**src/rtl/board_cursor_ctrl_pkg.sv**
```systemverilog
// Shared board/UI definitions: piece and colour codes, selection FSM states,
// and the square-address width helper used by the cursor controller.
package board_cursor_ctrl_pkg;

  localparam logic [2:0] PIECE_EMPTY  = 3'd0;
  localparam logic [2:0] PIECE_PAWN   = 3'd1;
  localparam logic [2:0] PIECE_KNIGHT = 3'd2;
  localparam logic [2:0] PIECE_BISHOP = 3'd3;
  localparam logic [2:0] PIECE_ROOK   = 3'd4;
  localparam logic [2:0] PIECE_QUEEN  = 3'd5;
  localparam logic [2:0] PIECE_KING   = 3'd6;

  localparam logic COLOR_WHITE = 1'b0;
  localparam logic COLOR_BLACK = 1'b1;

  typedef enum logic [1:0] {
    SEL_SRC   = 2'd0,
    SEL_DST   = 2'd1,
    WAIT_DONE = 2'd2
  } sel_state_t;

  function automatic int unsigned sq_addr_w(input int unsigned row_bits,
                                            input int unsigned col_bits);
    return row_bits + col_bits;
  endfunction

endpackage

```
**src/rtl/board_cursor_ctrl_btn_repeat.sv**
```systemverilog
// Per-button edge detector plus hold-to-repeat timer; step is combinational so
// the action lands on the same edge that first samples the button high.
module board_cursor_ctrl_btn_repeat #(
  parameter int unsigned REPEAT_DELAY  = 25_000_000,
  parameter int unsigned REPEAT_PERIOD = 5_000_000
) (
  input  logic CLK,
  input  logic RESET,
  input  logic btn,
  input  logic winner,
  output logic press,
  output logic step
);

  localparam int unsigned MAXV = (REPEAT_DELAY > REPEAT_PERIOD) ? REPEAT_DELAY : REPEAT_PERIOD;
  localparam int unsigned CW   = $clog2(MAXV + 1) + 1;
  localparam logic [CW-1:0] DLY = CW'(REPEAT_DELAY);
  localparam logic [CW-1:0] PER = CW'(REPEAT_PERIOD);

  logic          hist;
  logic          first;
  logic [CW-1:0] cnt;
  logic          rpt;
  logic          active;

  assign press  = btn & ~hist;
  assign active = btn & winner & (REPEAT_PERIOD != 0);

  always_comb begin
    rpt = 1'b0;
    if (active && !press) begin
      rpt = first ? (cnt == DLY) : (cnt == PER);
    end
  end

  assign step = press | rpt;

  // cnt holds the number of cycles since this button became the held winner,
  // restarted at each repeat step; a non-winner is held at zero.
  always_ff @(posedge CLK or negedge RESET) begin
    if (!RESET) begin
      hist  <= 1'b0;
      first <= 1'b1;
      cnt   <= '0;
    end else begin
      hist <= btn;
      if (!active) begin
        cnt   <= '0;
        first <= 1'b1;
      end else if (rpt) begin
        cnt   <= CW'(1);
        first <= 1'b0;
      end else begin
        cnt <= cnt + 1'b1;
      end
    end
  end

endmodule

```
**src/rtl/board_cursor_ctrl.sv**
```systemverilog
// Board cursor and two-step selection controller: moves the cursor from the
// direction buttons and issues from/to move requests over a req/done handshake.
module board_cursor_ctrl
  import board_cursor_ctrl_pkg::*;
#(
  parameter int unsigned ROW_BITS      = 3,
  parameter int unsigned COL_BITS      = 3,
  parameter int unsigned INIT_ROW      = 6,
  parameter int unsigned INIT_COL      = 4,
  parameter int unsigned WRAP          = 0,
  parameter int unsigned REPEAT_DELAY  = 25_000_000,
  parameter int unsigned REPEAT_PERIOD = 5_000_000
) (
  input  logic                         CLK,
  input  logic                         RESET,
  input  logic                         BtnU,
  input  logic                         BtnD,
  input  logic                         BtnL,
  input  logic                         BtnR,
  input  logic                         BtnC,
  input  logic                         cursor_owned,
  input  logic                         move_done,
  output logic [ROW_BITS+COL_BITS-1:0] cursor_addr,
  output logic [ROW_BITS+COL_BITS-1:0] selected_piece_addr,
  output logic                         hilite_selected_square,
  output logic                         move_req,
  output logic [ROW_BITS+COL_BITS-1:0] move_from,
  output logic [ROW_BITS+COL_BITS-1:0] move_to,
  output logic                         busy
);

  localparam int unsigned AW = sq_addr_w(ROW_BITS, COL_BITS);
  localparam logic [ROW_BITS-1:0] ROW_MAX = '1;
  localparam logic [COL_BITS-1:0] COL_MAX = '1;

  logic [ROW_BITS-1:0] row;
  logic [COL_BITS-1:0] col;
  logic [AW-1:0]       cur;
  logic                win_u, win_d, win_l, win_r;
  logic                step_u, step_d, step_l, step_r;
  logic                press_u, press_d, press_l, press_r;
  logic                c_hist;
  logic                c_press;
  sel_state_t          state;

  assign cur         = {row, col};
  assign cursor_addr = cur;
  assign c_press     = BtnC & ~c_hist;

  // Repeat timing follows the highest-priority button that is held.
  assign win_u = BtnU;
  assign win_d = BtnD & ~BtnU;
  assign win_l = BtnL & ~BtnU & ~BtnD;
  assign win_r = BtnR & ~BtnU & ~BtnD & ~BtnL;

  board_cursor_ctrl_btn_repeat #(.REPEAT_DELAY(REPEAT_DELAY), .REPEAT_PERIOD(REPEAT_PERIOD)) u_rep_u (
    .CLK(CLK), .RESET(RESET), .btn(BtnU), .winner(win_u), .press(press_u), .step(step_u)
  );
  board_cursor_ctrl_btn_repeat #(.REPEAT_DELAY(REPEAT_DELAY), .REPEAT_PERIOD(REPEAT_PERIOD)) u_rep_d (
    .CLK(CLK), .RESET(RESET), .btn(BtnD), .winner(win_d), .press(press_d), .step(step_d)
  );
  board_cursor_ctrl_btn_repeat #(.REPEAT_DELAY(REPEAT_DELAY), .REPEAT_PERIOD(REPEAT_PERIOD)) u_rep_l (
    .CLK(CLK), .RESET(RESET), .btn(BtnL), .winner(win_l), .press(press_l), .step(step_l)
  );
  board_cursor_ctrl_btn_repeat #(.REPEAT_DELAY(REPEAT_DELAY), .REPEAT_PERIOD(REPEAT_PERIOD)) u_rep_r (
    .CLK(CLK), .RESET(RESET), .btn(BtnR), .winner(win_r), .press(press_r), .step(step_r)
  );

  logic unused_press;
  assign unused_press = press_u ^ press_d ^ press_l ^ press_r;

  // One step per cycle, U > D > L > R; edges saturate unless WRAP is set.
  always_ff @(posedge CLK or negedge RESET) begin
    if (!RESET) begin
      row <= ROW_BITS'(INIT_ROW);
      col <= COL_BITS'(INIT_COL);
    end else if (step_u) begin
      if (row != '0 || WRAP != 0) row <= row - 1'b1;
    end else if (step_d) begin
      if (row != ROW_MAX || WRAP != 0) row <= row + 1'b1;
    end else if (step_l) begin
      if (col != '0 || WRAP != 0) col <= col - 1'b1;
    end else if (step_r) begin
      if (col != COL_MAX || WRAP != 0) col <= col + 1'b1;
    end
  end

  // Selection uses cur, the pre-step address, when BtnC coincides with a move.
  always_ff @(posedge CLK or negedge RESET) begin
    if (!RESET) begin
      state                  <= SEL_SRC;
      c_hist                 <= 1'b0;
      selected_piece_addr    <= '0;
      hilite_selected_square <= 1'b0;
      move_req               <= 1'b0;
      move_from              <= '0;
      move_to                <= '0;
      busy                   <= 1'b0;
    end else begin
      c_hist <= BtnC;
      case (state)
        SEL_SRC: begin
          if (c_press && cursor_owned) begin
            selected_piece_addr    <= cur;
            hilite_selected_square <= 1'b1;
            state                  <= SEL_DST;
          end
        end
        SEL_DST: begin
          if (c_press) begin
            if (cur == selected_piece_addr) begin
              hilite_selected_square <= 1'b0;
              state                  <= SEL_SRC;
            end else if (cursor_owned) begin
              selected_piece_addr <= cur;
            end else begin
              move_from <= selected_piece_addr;
              move_to   <= cur;
              move_req  <= 1'b1;
              busy      <= 1'b1;
              state     <= WAIT_DONE;
            end
          end
        end
        WAIT_DONE: begin
          if (move_done) begin
            move_req               <= 1'b0;
            busy                   <= 1'b0;
            hilite_selected_square <= 1'b0;
            state                  <= SEL_SRC;
          end
        end
        default: state <= SEL_SRC;
      endcase
    end
  end

endmodule

```
**config.mk**
```make
export PLATFORM = sky130hd
export DESIGN_NAME = board_cursor_ctrl
export DESIGN_NICKNAME = d
export VERILOG_FILES = /design/src/rtl/board_cursor_ctrl_pkg.sv /design/src/rtl/board_cursor_ctrl_btn_repeat.sv /design/src/rtl/board_cursor_ctrl.sv
export SDC_FILE = /design/constraint.sdc
export NUM_CORES = 1
export LEC_CHECK = 0
export CORE_UTILIZATION = 40
export DETAILED_ROUTE_END_ITERATION = 7
export PLACE_DENSITY = 0.64
export SLEW_MARGIN = 25
export SYNTH_ARGS = -nofsm -noshare
export SYNTH_HDL_FRONTEND = slang
export SYNTH_SLANG_ARGS = --single-unit
```
**constraint.sdc**
```tcl
create_clock -name CLK -period 7.24 [get_ports CLK]
set_input_delay 1.448 -clock CLK [delete_from_list [all_inputs] [get_ports CLK]]
set_output_delay 1.448 -clock CLK [all_outputs]
set_load 0.01 [all_outputs]
```
-- After elaboration in Yosys (flattened, before gate mapping)
Cells that the tools add are included.
- register bits after elaboration: 141
- add/subtract/negate cells: 8
- equal/unequal tests: 27
- multiplexer cells: 52
- bitwise operators: 30
- reductions and logical operators: 26
- operators by type and width (cell ; count):
    26-bit two-way mux ; 8
    26-bit by 1-bit adder with 26-bit output, second input constant ; 4
    26-bit by 23-bit == test with 1-bit output, second input constant ; 4
    26-bit by 25-bit == test with 1-bit output, second input constant ; 4
    3-bit two-way mux ; 8
    6-bit two-way mux ; 4
    1-bit two-way mux ; 23
    5-bit AND reduction ; 4
    1-bit bitwise AND ; 14
    2-bit inequality test, second input constant ; 7
    2-bit by 1-bit inequality test with 1-bit output, second input constant ; 6
    1-bit NOT ; 12
    6-bit case mux with 2 select lines ; 1
    2-bit nonzero test ; 6
    2-bit two-way mux ; 5
    3-bit inequality test, second input constant ; 3
    3-bit nonzero test ; 3
    4-bit AND reduction ; 2
    3-bit by 1-bit adder with 3-bit output, second input constant ; 2
    6-bit == test ; 1
    2-bit case mux with 3 select lines ; 1
    3-bit by 1-bit subtractor with 3-bit output, second input constant ; 2
    1-bit logical AND ; 5
    1-bit logical NOT ; 4
    other kinds (7) ; 10

-- Logic depth before layout (Yosys ltp)
Gate-level depths: netlist (run 1).
- depth after elaboration: 10
- mapped depth: 12

-- Cells and area by module
Synthesis (run 1) repeated with hierarchy kept, for this count alone.
- cell total of the unflattened synthesis: 790
- area, all modules: 7918.8 µm²
- by module, submodules not included (module ; times used ; cells an instance ; area an instance (µm²) ; seq. area each (µm²)):
    board_cursor_ctrl_btn_repeat (u_rep_d ...) ; 3 ; 166 ; 1584.0 ; 701.9
    board_cursor_ctrl_btn_repeat (u_rep_u) ; 1 ; 159 ; 1600.3 ; 701.9
    board_cursor_ctrl ; 1 ; 133 ; 1566.5 ; 729.4

-- Least setup slack after synthesis (run 1)
Ideal clock, no wire load.
- kind: input to register
- start: input port BtnU
- end: register col[1]
- library setup time: 0.125 ns
- arrival time: 3.399 ns
- data required time: 7.115 ns
- setup slack: 3.716 ns
- stages: 9
- cells stage by stage: clkbuf_1 > nor3b_1 > nand4_1 > a211o_1 > and2_4 > inv_2 > fa_1 > a21boi_1 > mux2_4
- word-level cells in the longest chain between the ends: 10
- elaborated cells on any way between the ends: 31
- classes of those cells: eq/ne (1); mux (5); bitwise (17); reduce/logical (8)
- RTL lines (item ; line ; RTL):
    from (decl) ; board_cursor_ctrl.sv:16 ; input logic BtnU,
    1-bit NOT ; board_cursor_ctrl.sv:52, board_cursor_ctrl.sv:53, board_cursor_ctrl.sv:54 ;
    1-bit bitwise AND (3 in series) ; board_cursor_ctrl.sv:54 ; assign win_r = BtnR & ~BtnU & ~BtnD & ~BtnL;
    1-bit bitwise AND ; board_cursor_ctrl_btn_repeat.sv:27 ; assign active = btn & winner & (REPEAT_PERIOD != 0);
    1-bit logical AND ; board_cursor_ctrl_btn_repeat.sv:31 ; if (active && !press) begin
    1-bit two-way mux ; board_cursor_ctrl_btn_repeat.sv:31 ;
    1-bit OR ; board_cursor_ctrl_btn_repeat.sv:36 ; assign step = press | rpt;
    2-bit nonzero test (no line) ; n/a ;
    5-bit AND reduction (no line) ; n/a ;
    to (signal assigned) ; board_cursor_ctrl.sv:76 ; col <= COL_BITS'(INIT_COL);
    to (signal assigned) ; board_cursor_ctrl.sv:82 ; if (col != '0 || WRAP != 0) col <= col - 1'b1;
    to (signal assigned) ; board_cursor_ctrl.sv:84 ; if (col != COL_MAX || WRAP != 0) col <= col + 1'b1;
    to (decl) ; board_cursor_ctrl.sv:37 ; logic [COL_BITS-1:0] col;
Several ways; a longest one is shown, not always the timed one.
A chain may end at the register's enable or synchronous reset.

-- Final worst setup path (run 1)
- start: input port BtnU
- end: register u_rep_r.cnt[17]
- word-level cells in the longest chain between the ends: 9
- RTL lines (item ; line ; RTL):
    1-bit NOT (*) ; board_cursor_ctrl.sv:54 ;
    1-bit bitwise AND (*) (3 in series) ; board_cursor_ctrl.sv:54 ;
    1-bit bitwise AND (*) ; board_cursor_ctrl_btn_repeat.sv:27 ;
    1-bit logical AND ; board_cursor_ctrl_btn_repeat.sv:31 ;
    1-bit two-way mux ; board_cursor_ctrl_btn_repeat.sv:31 ;
    26-bit two-way mux ; board_cursor_ctrl_btn_repeat.sv:50 ; end else if (rpt) begin
    26-bit two-way mux (*) ; board_cursor_ctrl_btn_repeat.sv:47 ; if (!active) begin
    to (signal assigned) ; board_cursor_ctrl_btn_repeat.sv:54 ; cnt <= cnt + 1'b1;
    to (decl) ; board_cursor_ctrl_btn_repeat.sv:22 ; logic [CW-1:0] cnt;
Every way passes the cells marked *; elsewhere a longest branch is shown, timed or not.

==> impl_results.md, run 1 <==
- Pre-Repair DR Iteration Count: 4
- Distinct cells, synth: 55
- Leakage: 3.41 nW
- Post-Syn Area: 0.00712 mm^2
- Hold WS: 0.478 ns
- Area after DPL: 0.00768 mm^2
- # resized after CTS: 0
- P&R area growth vs syn: 16.0%
- Global route total overflow: 0
- GPL Wtd Cong: 0.815
- Ys async rst share: 100%
- Syn nets: 732
- CTS max path bufs: 2
- Worst Skew: 0.00543 ns
- Tot Pwr: 2.29 mW
- CTS Hold Bufs: 0
- Crit Path Max Fanout: 24
- Max incr delay on CP: 0.77 ns
- Detailed placement HPWL: 9700 um
- Clk_lat worst skew: 0.42 ns
- TritonCTS clock tree: done
- Die Area: 0.0183 mm^2
- Tightest Pin Transition: 0.946 ns
- VDD IR max: 0.000166 V
- Slew margin rel.: 36.9%
- Post-CTS Setup Repair Bufs: 0
- Final period util: 52.4%
- Synthesized area per cell: 10.0 um^2
- Setup TNS Final: 0 ns
- Max H-tree Level: 4
- Layout Utilization: 47.6%
- Status: completed
- Initial DRC count: 281
- Routed Antenna Nets: 0
- Final worst slack: 3.45 ns
- Clock root buffer: clkbuf_16
- Synth Warn #: 0
- Hold crit path type: flop to flop
- N_diodes: 0
- Area leader, netlist: dfrtp_1
- Critical path required time: 7.51 ns
- Largest net degree at the start of global routing: 93
- Sequential share of the synthesized area: 49.7%
- Via density: 5.20
- Peak Freq: 0.264 GHz
- IO Count: 36
- Setup-failing EPs final: 0
- Critical-path cell list: clkdlybuf4s50_1 > nor4b_1 > nand4_1 > a211o_1 > nand2_1 > nor2_1
- Share of layout cells above drive strength 1: 8.58%
- Wirelength per Cell: 14.5 um
- Synth Flop Type: dfrtp_1
- Period minus WS final: 3.79 ns
- FP Rows: 48
- Unrepaired setup endpoints after global routing: false
- Most frequent cell after synthesis: dfrtp_1
- I/O Buffers: 35
- Die Width: 135 um
- Initial Utilization: 41.0%
- Final Hold Viols: 0
- All-Layer GR Usage: 17.2%
- Core area: 0.0174 mm^2
- Synthesis-stage register bit count: 141
- First-pass GRT wire length: 24800 um
- Crit-path slowest cell: nor4b_1
- # Max-Cap Violations: 0
- Post-route DRC: 0
- Number of synthesized flops with an enable pin: 0
- Initial antenna violation count: 0
- Final wirelength: 14300 um
- Die Ht: 135 um
- Non-Filler Instances: 983
- Clock sinks: 141
- Pre-CTS setup slack: 3.04 ns
- Mapped Cells: 709
- Pwr/cell area: 277 mW/mm^2
- Reg clk slew, reported paths: 0.06 ns
- Layout Nets: 768
- CP arrival: 4.06 ns
- DR vias: 5116
- Placed Cells incl. Taps: 951
- Vias in the first global route: 5092
- WS Path Type: input port to flop
- CP Launch Type: input port
- Count of pins over their slew limit: 0
- Post-synth top cells: 134 x dfrtp_1, 117 x nor2_1, 58 x xor2_1
- Synth area leaders: dfrtp_1 47%, xor2_1 7.1%, nor2_1 6.2%
- Num CTS Buffers: 17
- Top cell type's share of synthesized area: 47.1%
- CP endpoint kind: flop
- Design Area, Final: 0.00826 mm^2
[layout by cell type (no fill, tap or decap), drive strengths merged, types with 2 or more instances in the layout]
master	Yosys	routed
dfrtp	134	134
nor2	117	117
xor2	58	58
nand2	54	54
xnor2	43	43
nand3	40	40
clkdlybuf4s50	0	34
and3	26	26
inv	24	24
nand4	23	23
clkbuf	16	21
mux2	20	20
and4	14	14
and2	14	14
ha	13	13
nor4bb	11	11
a21oi	11	11
nand2b	8	8
o21ai	8	8
nor4b	7	7
nor3	7	7
dfstp	7	7
clkinv	0	7
nor2b	6	6
a21boi	5	5
or4	4	4
nor3b	4	4
a211o	3	3
nor4	3	3
or3	3	3
a21o	2	2
o2bb2ai	2	2
o31ai	2	2
bufinv	0	2
clkinvlp	0	2
buf	3	2
[cell families after synthesis]
group | Yosys count | synth area share [%]
xor gates and xnor gates | 101 | 12.4
buffers and inverters | 43 | 2.35
and+or+nand+nor | 345 | 25.1
muxes | 20 | 3.27
adders and majority gates | 14 | 2.57
DFF | 141 | 49.7
AOI/OAI and AO/OA | 45 | 4.64
[flip-flops by register name, summed over array words and instances (netlist names), 2 cells and up]
register / cells
move_to: 6
col: 3
u_rep_u.cnt: 26
u_rep_l.cnt: 26
state: 2
selected_piece_addr: 6
u_rep_d.cnt: 26
move_from: 6
row: 3
u_rep_r.cnt: 26
[power by group]
group          internal, mW  switching [mW]  leakage (nW)
sequential            0.875          0.0964          1.89
clock                 0.522           0.327         0.283
combinational         0.267           0.203          1.24
total                  1.66           0.626          3.41
[final cells by class]
class	instances	area (um^2)
clock inverter	11	118
multi-input combinational	525	3420
clock buffer	21	460
sequential	141	3540
inverter	24	90.1
timing repair buffer	36	359
fill	1568	9090
tap	225	282
[worst max-delay path: cells and delay by family]
family,cells,cell delay (ns)
compound gates,1,0.35
buf+inv,1,0.57
simple gates,4,1.68
[layer usage]
| metal | global-route usage, % | vias to the layer above | part of all wire [%] |
|---|---|---|---|
| met1 | 22.2 | 2539 | 46 |
| met5 | 0 | - | 0 |
| met4 | 6.80 | 0 | 1.3 |
| li1 | - | 2506 | - |
| met2 | 27.8 | 57 | 49 |
| met3 | 4.00 | 14 | 2.8 |
[path summary, 6_finish.rpt]
kind / start / endpoint / slack, ns / cells past startpoint
max: BtnU / u_rep_r.cnt[17] / 3.45 / 6
min: u_rep_u.first / u_rep_u.first / 0.48 / 2
max reg2reg: u_rep_l.cnt[13] / col[1] / 4.26 / 8
min reg2reg: u_rep_u.first / u_rep_u.first / 0.48 / 2
max in group asynchronous: RESET / u_rep_l.cnt[1] / 4.96 / 2
min in group asynchronous: RESET / u_rep_l.cnt[6] / 1.11 / 1
(Power assumes the default switching activity.)
==> inputs of run 2 (changes only) <==
==> constraint.sdc (replaced) <==
create_clock -name CLK -period 3.57 [get_ports CLK]
set_input_delay 0.714 -clock CLK [delete_from_list [all_inputs] [get_ports CLK]]
set_output_delay 0.714 -clock CLK [all_outputs]
set_load 0.01 [all_outputs]
==> run 2 against run 1 <==
- flip-flop and latch count stayed put
- cell count is 0.61% higher
- via count is 1.1% higher
- combinational power is 110% higher
- count of clock-buffer cells in the layout stayed put
- sequential share of layout area is 0.40 points lower
- sequential power is 100% higher
- routed wire length is 2.4% higher
- die area stayed put
- total power is 100% higher
- clock skew is 0.0070 ns higher
- first-iteration DRC count is 31% higher
==> impl_results.md, run 2 (synthesis results as in run 1) <==
- Max incr delay on CP: 0.52 ns
- Fillers: 1559
- First-pass GRT wire length: 25200 um
- Setup TNS Final: 0 ns
- Clock root buffer: clkbuf_16
- Leakage: 3.44 nW
- Layout Nets: 776
- CP Launch Type: flop
- Final Hold Viols: 0
- Slew margin rel.: 40.2%
- Peak Freq: 0.334 GHz
- Share of layout cells above drive strength 1: 9.42%
- Initial antenna violation count: 0
- IO Count: 36
- Period minus WS final: 2.99 ns
- VDD IR max: 0.000405 V
- Critical-path cell list: or4_1 > or4b_1 > a211o_1 > and2_4 > inv_2 > fa_1 > a21boi_1 > mux2_4
- Setup-failing EPs final: 0
- Largest net degree at the start of global routing: 80
- Hold crit path type: input port to async pin
- Num CTS Buffers: 17
- Clock sinks: 141
- CTS Hold Bufs: 0
- WP buf/inv: 1
- Wirelength per Cell: 14.8 um
- R2r startpoint: u_rep_l.cnt[13]
- Critical R2R Capture: col[1]
- Initial Utilization: 41.0%
- Post-CTS Setup Repair Bufs: 0
- # resized after CTS: 0
- Crit-path slowest cell: or4_1
- DR vias: 5170
- Routed Antenna Nets: 0
- Final period util: 83.9%
- FP Rows: 48
- # Max-Cap Violations: 0
- All-Layer GR Usage: 17.5%
- Top Family by Delay on Critical Path: simple AND/OR/NAND/NOR gates
- CTS max path bufs: 2
- CP arrival: 3.29 ns
- Pwr/cell area: 563 mW/mm^2
- Hold WS: 0.315 ns
- Core area: 0.0174 mm^2
- Post-route DRC: 0
- R2R depth: 8
- Detailed placement HPWL: 9900 um
- Max H-tree Level: 4
- Global route total overflow: 0
- Crit path depth: 8
- Die Width: 135 um
- N_diodes: 0
- Count of pins over their slew limit: 0
- WS Path Type: flop to flop
- Worst Skew: 0.0124 ns
- Unrepaired setup endpoints after global routing: false
- Worst reg2reg setup slack: 0.58 ns
- Status: completed
- GPL Wtd Cong: 0.817
- Initial DRC count: 367
- TritonCTS clock tree: done
- Clk_lat worst skew: 0.42 ns
- Pre-Repair DR Iteration Count: 5
- Final wirelength: 14600 um
- Crit Path Max Fanout: 7
- Most frequent cells in the layout: 134 x dfrtp_1, 117 x nor2_1, 58 x xor2_1
- I/O Buffers: 35
- Via density: 5.23
- Die Area: 0.0183 mm^2
- Critical path required time: 3.87 ns
- Vias in the first global route: 5173
- Reg clk slew, reported paths: 0.06 ns
- Tightest Pin Transition: 0.895 ns
- CP endpoint kind: flop
- P&R area growth vs syn: 17.1%
- Die Ht: 135 um
- Commonest non-fill, non-tap cell in the layout: dfrtp_1
run 2: changes by cell type in the layout (fill, tap and decap cells not counted), sizes merged:
| cell | change |
|---|---|
| clkinvlp | +1 |
| buf | +8 |
| clkinv | -3 |
run 2: worst register-to-register path: stages (launching register included):
cell      delay (ns)
dfrtp_1         0.44
or4_1           0.52
or4b_1          0.48
a211o_1         0.34
and2_4          0.21
inv_2           0.07
fa_1            0.41
a21boi_1        0.14
mux2_4          0.26
run 2: layout make-up:
| cell class | count | area [um^2] | share of cell area [%] |
|---|---|---|---|
| flip-flops and latches | 141 | 3540 | 42.4 |
| repair buffers | 44 | 432 | 5.18 |
| well taps | 225 | 282 | 3.38 |
| clock inverters | 9 | 114 | 1.37 |
| multi-input cells | 525 | 3420 | 41.0 |
| inverters | 24 | 90.1 | 1.08 |
| clock buffers | 21 | 470 | 5.64 |
run 2: routing by layer:
metal	global-route usage (%)	share of wire, %
met5	0	0
met4	4.68	0.70
met1	23.4	47
met3	4.41	3.3
met2	28.1	49
run 2: report_power, final:
group	total [mW]	switching, mW	internal, mW
logic	0.972	0.422	0.549
registers	1.98	0.207	1.78
clock network	1.74	0.665	1.08
run 2: through the flow:
step           setup WS (ns)  cells  power [mW]  util, %  cell area, um^2
3_5_place_dp           0.289    959        2.99     44.7             7760
4_1_cts                0.569    989        4.76     48.1             8340
3_3_place_gp           0.318    959        2.94     44.7             7760
5_1_grt                0.463    989        4.93     48.1             8340
2_1_floorplan          0.736    709        2.50        -             7120
6_report               0.576    989        4.70     48.1             8340
run 2: worst max path at each step:
stage / end / startpoint
6_report: col[1] / u_rep_l.cnt[13]
5_1_grt: col[1] / u_rep_l.cnt[13]
4_1_cts: col[1] / u_rep_l.cnt[13]
3_5_place_dp: col[1] / BtnL
3_3_place_gp: col[1] / BtnL
2_1_floorplan: col[1] / u_rep_l.cnt[13]
==> inputs of run 3 (changes only) <==
==> constraint.sdc (replaced) <==
create_clock -name CLK -period 2.9 [get_ports CLK]
set_input_delay 0.58 -clock CLK [delete_from_list [all_inputs] [get_ports CLK]]
set_output_delay 0.58 -clock CLK [all_outputs]
set_load 0.01 [all_outputs]
==> run 3 against run 2 <==
- sequential share of layout area shrank 0.88 points
- via count grew 2.0%
- routed wire length down 0.16%
- die area is the same
- register-to-register slack got worse by 0.50 ns
- combinational power grew 32%
- critical path depth unchanged
- count of clock-buffer cells in the layout increased by 1
- sequential power rose by 21%
- utilization rose by 1.0 points
- cell count increased by 2.4%
- largest power group unchanged
- highest routed layer unchanged
==> impl_results.md, run 3 (synthesis results as in run 1) <==
- Status: completed
- Final Hold Viols: 0
- # Max-Cap Violations: 0
- Switch Pwr: 1.60 mW
- Slew margin rel.: 53.9%
- Clk_lat worst skew: 0.42 ns
- CTS max path bufs: 2
- VDD IR max: 0.000435 V
- Most frequent cells in the layout: 134 x dfrtp_1, 117 x nor2_1, 58 x xor2_1
- CP Launch Type: flop
- Post-route DRC: 0
- Sequential share of power: 41.8%
- Sw frac: 27.8%
- Wirelength per Cell: 14.4 um
- FP Rows: 48
- Critical path required time: 3.20 ns
- Tightest Pin Transition: 0.691 ns
- Pre-Repair DR Iteration Count: 4
- Initial DRC count: 305
- Commonest non-fill, non-tap cell in the layout: dfrtp_1
- Internal Power: 4.14 mW
- Setup-failing EPs final: 0
- Layout Utilization: 49.1%
- Peak Freq: 0.354 GHz
- Share of layout cells above drive strength 1: 12.3%
- Non-Filler Instances: 1013
- Initial Utilization: 41.0%
- N_diodes: 0
- Core area: 0.0174 mm^2
- Vias in the first global route: 5315
- Final wirelength: 14600 um
- Routed Antenna Nets: 0
- Max H-tree Level: 4
- CTS Hold Bufs: 0
- Detailed placement HPWL: 10200 um
- Clock power frac: 36.0%
- CP endpoint kind: flop
- Unrepaired setup endpoints after global routing: true
- Initial antenna violation count: 0
- P&R area growth vs syn: 19.6%
- Clock root buffer: clkbuf_16
- WS Path Type: flop to flop
- Via density: 5.20
- Placed Cells incl. Taps: 981
- Die Area: 0.0183 mm^2
- # resized after CTS: 0
- CP arrival: 3.12 ns
- I/O Buffers: 35
- Layout Nets: 798
- Num CTS Buffers: 17
- Leakage: 3.56 nW
- Post-CTS Setup Repair Bufs: 0
- Largest net degree at the start of global routing: 65
- Period minus WS final: 2.82 ns
- Worst Skew: 0.00485 ns
- All-Layer GR Usage: 17.4%
- Pwr/cell area: 673 mW/mm^2
- Final period util: 97.3%
- Global route total overflow: 0
- IO Count: 36
- Setup TNS Final: 0 ns
- Fillers: 1535
- Crit Path Max Fanout: 2
- TritonCTS clock tree: done
- First-pass GRT wire length: 25100 um
- Tot Pwr: 5.74 mW
- Die Width: 135 um
- Pre-CTS setup slack: -0.130 ns
- GPL Wtd Cong: 0.835
- DR vias: 5271
- Final worst slack: 0.0776 ns
- Count of pins over their slew limit: 0
- Hold crit path type: input port to async pin
- Reg clk slew, reported paths: 0.06 ns
- Clock sinks: 141
- Logic pwr share: 22.2%
- Die Ht: 135 um
-- run 3: per-layer routing --
metal / vias to the layer above / wire, um / track usage [%]
met5: - / 0 / 0
met4: 0 / 214 / 6.68
met3: 23 / 502 / 4.53
met2: 86 / 7280 / 29.1
met1: 2606 / 6600 / 21.4
li1: 2556 / - / -
-- run 3: path summary, 6_finish.rpt --
path / endpoint / depth (start not counted) / slack, ns / from
setup / recovery: col[1] / 8 / 0.08 / u_rep_l.cnt[13]
hold / removal: u_rep_l.cnt[6] / 1 / 0.15 / RESET
setup reg to reg: col[1] / 8 / 0.08 / u_rep_l.cnt[13]
hold reg to reg: u_rep_u.first / 2 / 0.48 / u_rep_u.first
max in group asynchronous: u_rep_u.cnt[22] / 2 / 1.97 / RESET
min in group CLK: u_rep_u.first / 2 / 0.48 / u_rep_u.first
-- run 3: cell type report --
class                           instances  area, um^2  area share (%)
Inverter                               24        90.1            1.06
Timing Repair Buffer                   66         622            7.30
Tap cell                              225         282            3.30
Sequential cell                       141        3540            41.5
Clock inverter                         10        90.1            1.06
Multi-Input combinational cell        525        3420            40.2
Clock buffer                           22         474            5.57
-- run 3: power by group through the flow --
stage,logic [mW],clock network (mW),registers (mW)
after floorplan,0.624,0,2.46
after global placement,1.25,0,2.43
after detailed placement,1.28,0,2.44
after CTS,1.29,2.12,2.40
after global routing,1.40,2.19,2.43
final,1.28,2.07,2.40
-- run 3: per-stage QoR --
step,hold WS (ns),area (um^2)
floorplan,0.284,7120
global placement,0.461,7950
detailed placement,0.476,7950
CTS,0.167,8510
global route,0.193,8520
finish,0.155,8520
-- run 3: critical path, cell delays in order (launching register included) --
cell	delay [ns]
dfrtp_1	0.38
or4_4	0.52
or4b_4	0.49
a211o_1	0.29
and2_4	0.17
inv_2	0.05
fa_1	0.39
a21boi_1	0.14
mux2_4	0.27
==> patch 1: new RTL, config.mk and constraints of run 3 <==
The 3 states of `sel_state_t` get a one-hot encoding in 3 bits.
--- a/src/rtl/board_cursor_ctrl_pkg.sv
+++ b/src/rtl/board_cursor_ctrl_pkg.sv
@@ -13,10 +13,10 @@
   localparam logic COLOR_WHITE = 1'b0;
   localparam logic COLOR_BLACK = 1'b1;
 
-  typedef enum logic [1:0] {
-    SEL_SRC   = 2'd0,
-    SEL_DST   = 2'd1,
-    WAIT_DONE = 2'd2
+  typedef enum logic [2:0] {
+    SEL_SRC   = 3'b001,
+    SEL_DST   = 3'b010,
+    WAIT_DONE = 3'b100
   } sel_state_t;
 
   function automatic int unsigned sq_addr_w(input int unsigned row_bits,
Check against the original RTL: no difference found for any inputs over 4 cycles, from zero or initial values and one cycle with RESET low; so few cycles prove little.
==> patch 1 against run 3 <==
Non-clock buffer count increased by 2. Count of clock-buffer cells in the layout down 4. Design area is 1.3% higher. Critical path depth rose by 1. Sequential cell count rose by 1. Combinational power shrank 19%. Worst setup slack gained 0.035 ns. Synthesized area is 1.1% higher. Routed wire length shrank 0.27%. Synthesized cell count rose by 3.7%. Clock power grew 4%. Power shrank 3.4%. Largest power group unchanged. Highest routed layer unchanged.
==> patch 1: results (changes against run 3) <==
Synthesis
  – Synth cell count leaders: dfrtp_1 (134), nor2_1 (114), nand2_1 (67) (was dfrtp_1 (134), nor2_1 (117), xor2_1 (58))
  – Area share of fa/ha/maj cells after synthesis: 0.0174 (was 0.0257)
  – Compound-Gate Fraction of Synth Area: 0.0666 (was 0.0464)
  – Xor and xnor area share after synthesis: 0.118 (was 0.124)
  – Register area share after synthesis: 0.495 (was 0.497)
  – Syn nets: 754 (was 732)
  – Mux cell area share after synthesis: 0.0184 (was 0.0327)
  – Netlist cell types: 64 (was 55)
  – Top cells by area, synth: dfrtp_1 (47%), xor2_1 (6.4%), nor2_1 (5.9%), xnor2_1 (5.4%), nand2_1 (3.5%) (was dfrtp_1 (47%), xor2_1 (7.1%), nor2_1 (6.2%), xnor2_1 (5.3%), mux2_2 (2.8%))

Global route
  – Pin count of the biggest net entering global routing: 56 (was 65)
  – GRT Resource Usage Total: 0.172 (was 0.174)
  – First-pass GRT wire length: 25200 um (was 25100 um)

Finish
  – Share of cells above drive strength 1: 0.125 (was 0.123)
  – Area occupied by multi-input gates: 0.00346 mm^2 (was 0.00342 mm^2)
  – Final nets: 819 (was 798)
  – Filler cell count: 1600 (was 1535)

STA
  – Final Skew: 0.0115 ns (was 0.00485 ns)
  – Headroom to the max-slew limit: 0.497 (was 0.539)
  – Worst hold margin: 0.0835 ns (was 0.155 ns)

Placement
  – RD Place Congestion: 0.828 (was 0.835)
  – DP Area: 0.00802 mm^2 (was 0.00795 mm^2)

Critical path
  – RR Startpoint: u_rep_l.first$_DFFE_PN1P_ (was u_rep_l.cnt[13]$_DFF_PN0_)
  – Worst setup endpoint: col[2]$_DFFE_PN1P_ (was col[1]$_DFFE_PN0P_)
  – Arrival time worst endpoint: 3.13 ns (was 3.12 ns)

Status
  – Outcome: completed (unchanged)

Power
  – Clk network pwr share: 0.389 (was 0.360)

Detailed routing
  – Vias per inst: 5.15 (was 5.20)
  – Per-cell routed wire length: 14.0 um (was 14.4 um)
## patch 1: changes by cell type after synthesis, sizes merged, moves of 10 or more
cell | before | now
and2 | 14 | 4
mux2 | 20 | 10
nand2 | 54 | 68
o21ai | 8 | 28
## patch 1: worst register-to-register path, delay by kind of cell, from the launching register on
family	cells	cell delay, ns
and+or+nand+nor	4	1.01
AOI/OAI and AO/OA	3	0.80
xor gates and xnor gates	1	0.17
DFF	1	0.53
adders and majority gates	1	0.19
## patch 1: metal layers
layer | track usage | share of wire
met5 | 0 | 0
met4 | 0.0685 | 0.010
met3 | 0.0350 | 0.025
met2 | 0.274 | 0.47
met1 | 0.229 | 0.49
## patch 1: cell type report
cell class	instances	area share
repair buffers	68	0.0767
clock inverters	14	0.0184
well taps	225	0.0326
clock buffers	18	0.0497
multi-input cells	551	0.401
inverters	20	0.00870
flip-flops and latches	142	0.413
==> patch 2: new RTL, config.mk and constraints of run 3 <==
Without the edit above. The parameter `COL_BITS` goes from 3 to 6.
--- a/src/rtl/board_cursor_ctrl.sv
+++ b/src/rtl/board_cursor_ctrl.sv
@@ -4,7 +4,7 @@
   import board_cursor_ctrl_pkg::*;
 #(
   parameter int unsigned ROW_BITS      = 3,
-  parameter int unsigned COL_BITS      = 3,
+  parameter int unsigned COL_BITS      = 6,
   parameter int unsigned INIT_ROW      = 6,
   parameter int unsigned INIT_COL      = 4,
   parameter int unsigned WRAP          = 0,
Interface: changed (resized cursor_addr, move_from, move_to and selected_piece_addr); port bits go from 36 to 48. The function was not compared with the original's and may differ.
==> patch 2 against run 3 <==
Design area grew 11%. Combinational power grew 33%. Routed wire length grew 7.3%. Die area grew 8.0%. Utilization grew 1.2 points. Power grew 19%. Synthesized cell count grew 6.6%. Synthesized area grew 8.1%. Sequential power grew 16%. Sequential cell count grew 12. Count of clock-buffer cells in the layout grew 2. Worst setup slack lost 0.040 ns. Critical endpoint is now col[4]$_DFFE_PN0P_.
==> patch 2: results (changes against run 3) <==
Status
  – Outcome: completed (unchanged)

Critical path
  – Worst setup endpoint: col[4]$_DFFE_PN0P_ (was col[1]$_DFFE_PN0P_)
  – Worst-path fanout max: 4 (was 2)
  – Arrival time worst endpoint: 3.16 ns (was 3.12 ns)
  – Slowest stage cell on the critical path: dfstp_2 (was or4_4)
  – RR Startpoint: u_rep_l.first$_DFFE_PN1P_ (was u_rep_l.cnt[13]$_DFF_PN0_)
  – Worst r2r path cells: 10 (was 8)
  – FF-to-FF setup slack: 0.04 ns (was 0.08 ns)

Synthesis
  – Syn nets: 781 (was 732)
  – Netlist cell types: 59 (was 55)
  – Top cells by area, synth: dfrtp_1 (47%), xor2_1 (6.4%), nor2_1 (6.1%), xnor2_1 (5.9%), mux2_2 (4.2%) (was dfrtp_1 (47%), xor2_1 (7.1%), nor2_1 (6.2%), xnor2_1 (5.3%), mux2_2 (2.8%))
  – Synth cell count leaders: dfrtp_1 (146), nor2_1 (126), nand2_1 (62) (was dfrtp_1 (134), nor2_1 (117), xor2_1 (58))
  – Register area share after synthesis: 0.499 (was 0.497)
  – Xor and xnor area share after synthesis: 0.123 (was 0.124)
  – Mux cell area share after synthesis: 0.0455 (was 0.0327)
  – Area share of fa/ha/maj cells after synthesis: 0.0270 (was 0.0257)

Global route
  – GRT Resource Usage Total: 0.169 (was 0.174)
  – Met3 usage: 0.0448 (was 0.0453)
  – Met1 Track Usage GR: 0.220 (was 0.214)
  – First-pass GRT wire length: 26700 um (was 25100 um)

Power
  – P_sw: 1.90 mW (was 1.60 mW)
  – Lkg Pwr: 3.97 nW (was 3.56 nW)

STA
  – Final worst-path cycle share: 0.987 (was 0.973)
  – Final Skew: 0.00641 ns (was 0.00485 ns)

Detailed routing
  – Initial drt markers: 201 (was 305)
  – Routed wl met3: 386 um (was 502 um)
  – Vias per inst: 5.11 (was 5.20)
  – Routed wl met2: 7550 um (was 7280 um)
  – M1 WL: 7610 um (was 6600 um)

Finish
  – Share of cells above drive strength 1: 0.159 (was 0.123)
  – Final nets: 872 (was 798)

Placement
  – RD Place Congestion: 0.801 (was 0.835)
  – I/O Buffers: 47 (was 35)
[patch 2: cell types whose count changed after synthesis, moves of 5 or more]
cell	change
and3_1	-5
nand2b_1	-5
xnor2_1	+9
nor4bb_1	-5
and4_1	-7
dfrtp_1	+12
nand2_1	+8
nor2b_1	+5
nor2_1	+9
and2_1	-10
mux2_2	+11
[patch 2: repair_timing]
item | 4_1_cts | 5_1_grt
endpoints found under the setup margin | 0 | 3
resized for setup | 0 | 8
buffers inserted | 0 | 5
hold endpoints to repair | 0 | 0
hold buffers | 0 | 0
[patch 2: area by class of cell]
cell class,instances,area (um^2)
Tap cell,234,293
Inverter,22,82.6
Timing Repair Buffer,93,867
Multi-Input combinational cell,560,3730
Sequential cell,153,3840
Clock inverter,8,115
Clock buffer,24,502
Fill cell,1729,9340
[patch 2: power groups by stage]
stage	Combinational [mW]	Sequential [mW]	Clock (mW)
after floorplan	0.898	2.79	0
after global placement	1.66	2.83	0
after detailed placement	1.69	2.84	0
after CTS	1.71	2.80	2.38
after global routing	1.87	2.85	2.46
final	1.70	2.79	2.32
[patch 2: through the flow]
| step | hold slack (ns) | instances | utilization |
|---|---|---|---|
| after floorplan | 0.284 | 756 | - |
| after global placement | 0.461 | 1057 | 0.466 |
| after CTS | 0.182 | 1089 | 0.499 |
| final | 0.169 | 1094 | 0.503 |
| after detailed placement | 0.462 | 1057 | 0.466 |
| after global routing | 0.201 | 1094 | 0.503 |
[patch 2: logic make-up (layout without fill, tap and decap cells)]
logic type                 after synthesis  after routing
and+or+nand+nor                        355            355
DFF                                    153            153
xor gates and xnor gates               108            108
adders and majority gates               16             16
muxes                                   31             31
buffers and inverters                   43            147
AOI/OAI and AO/OA                       50             50
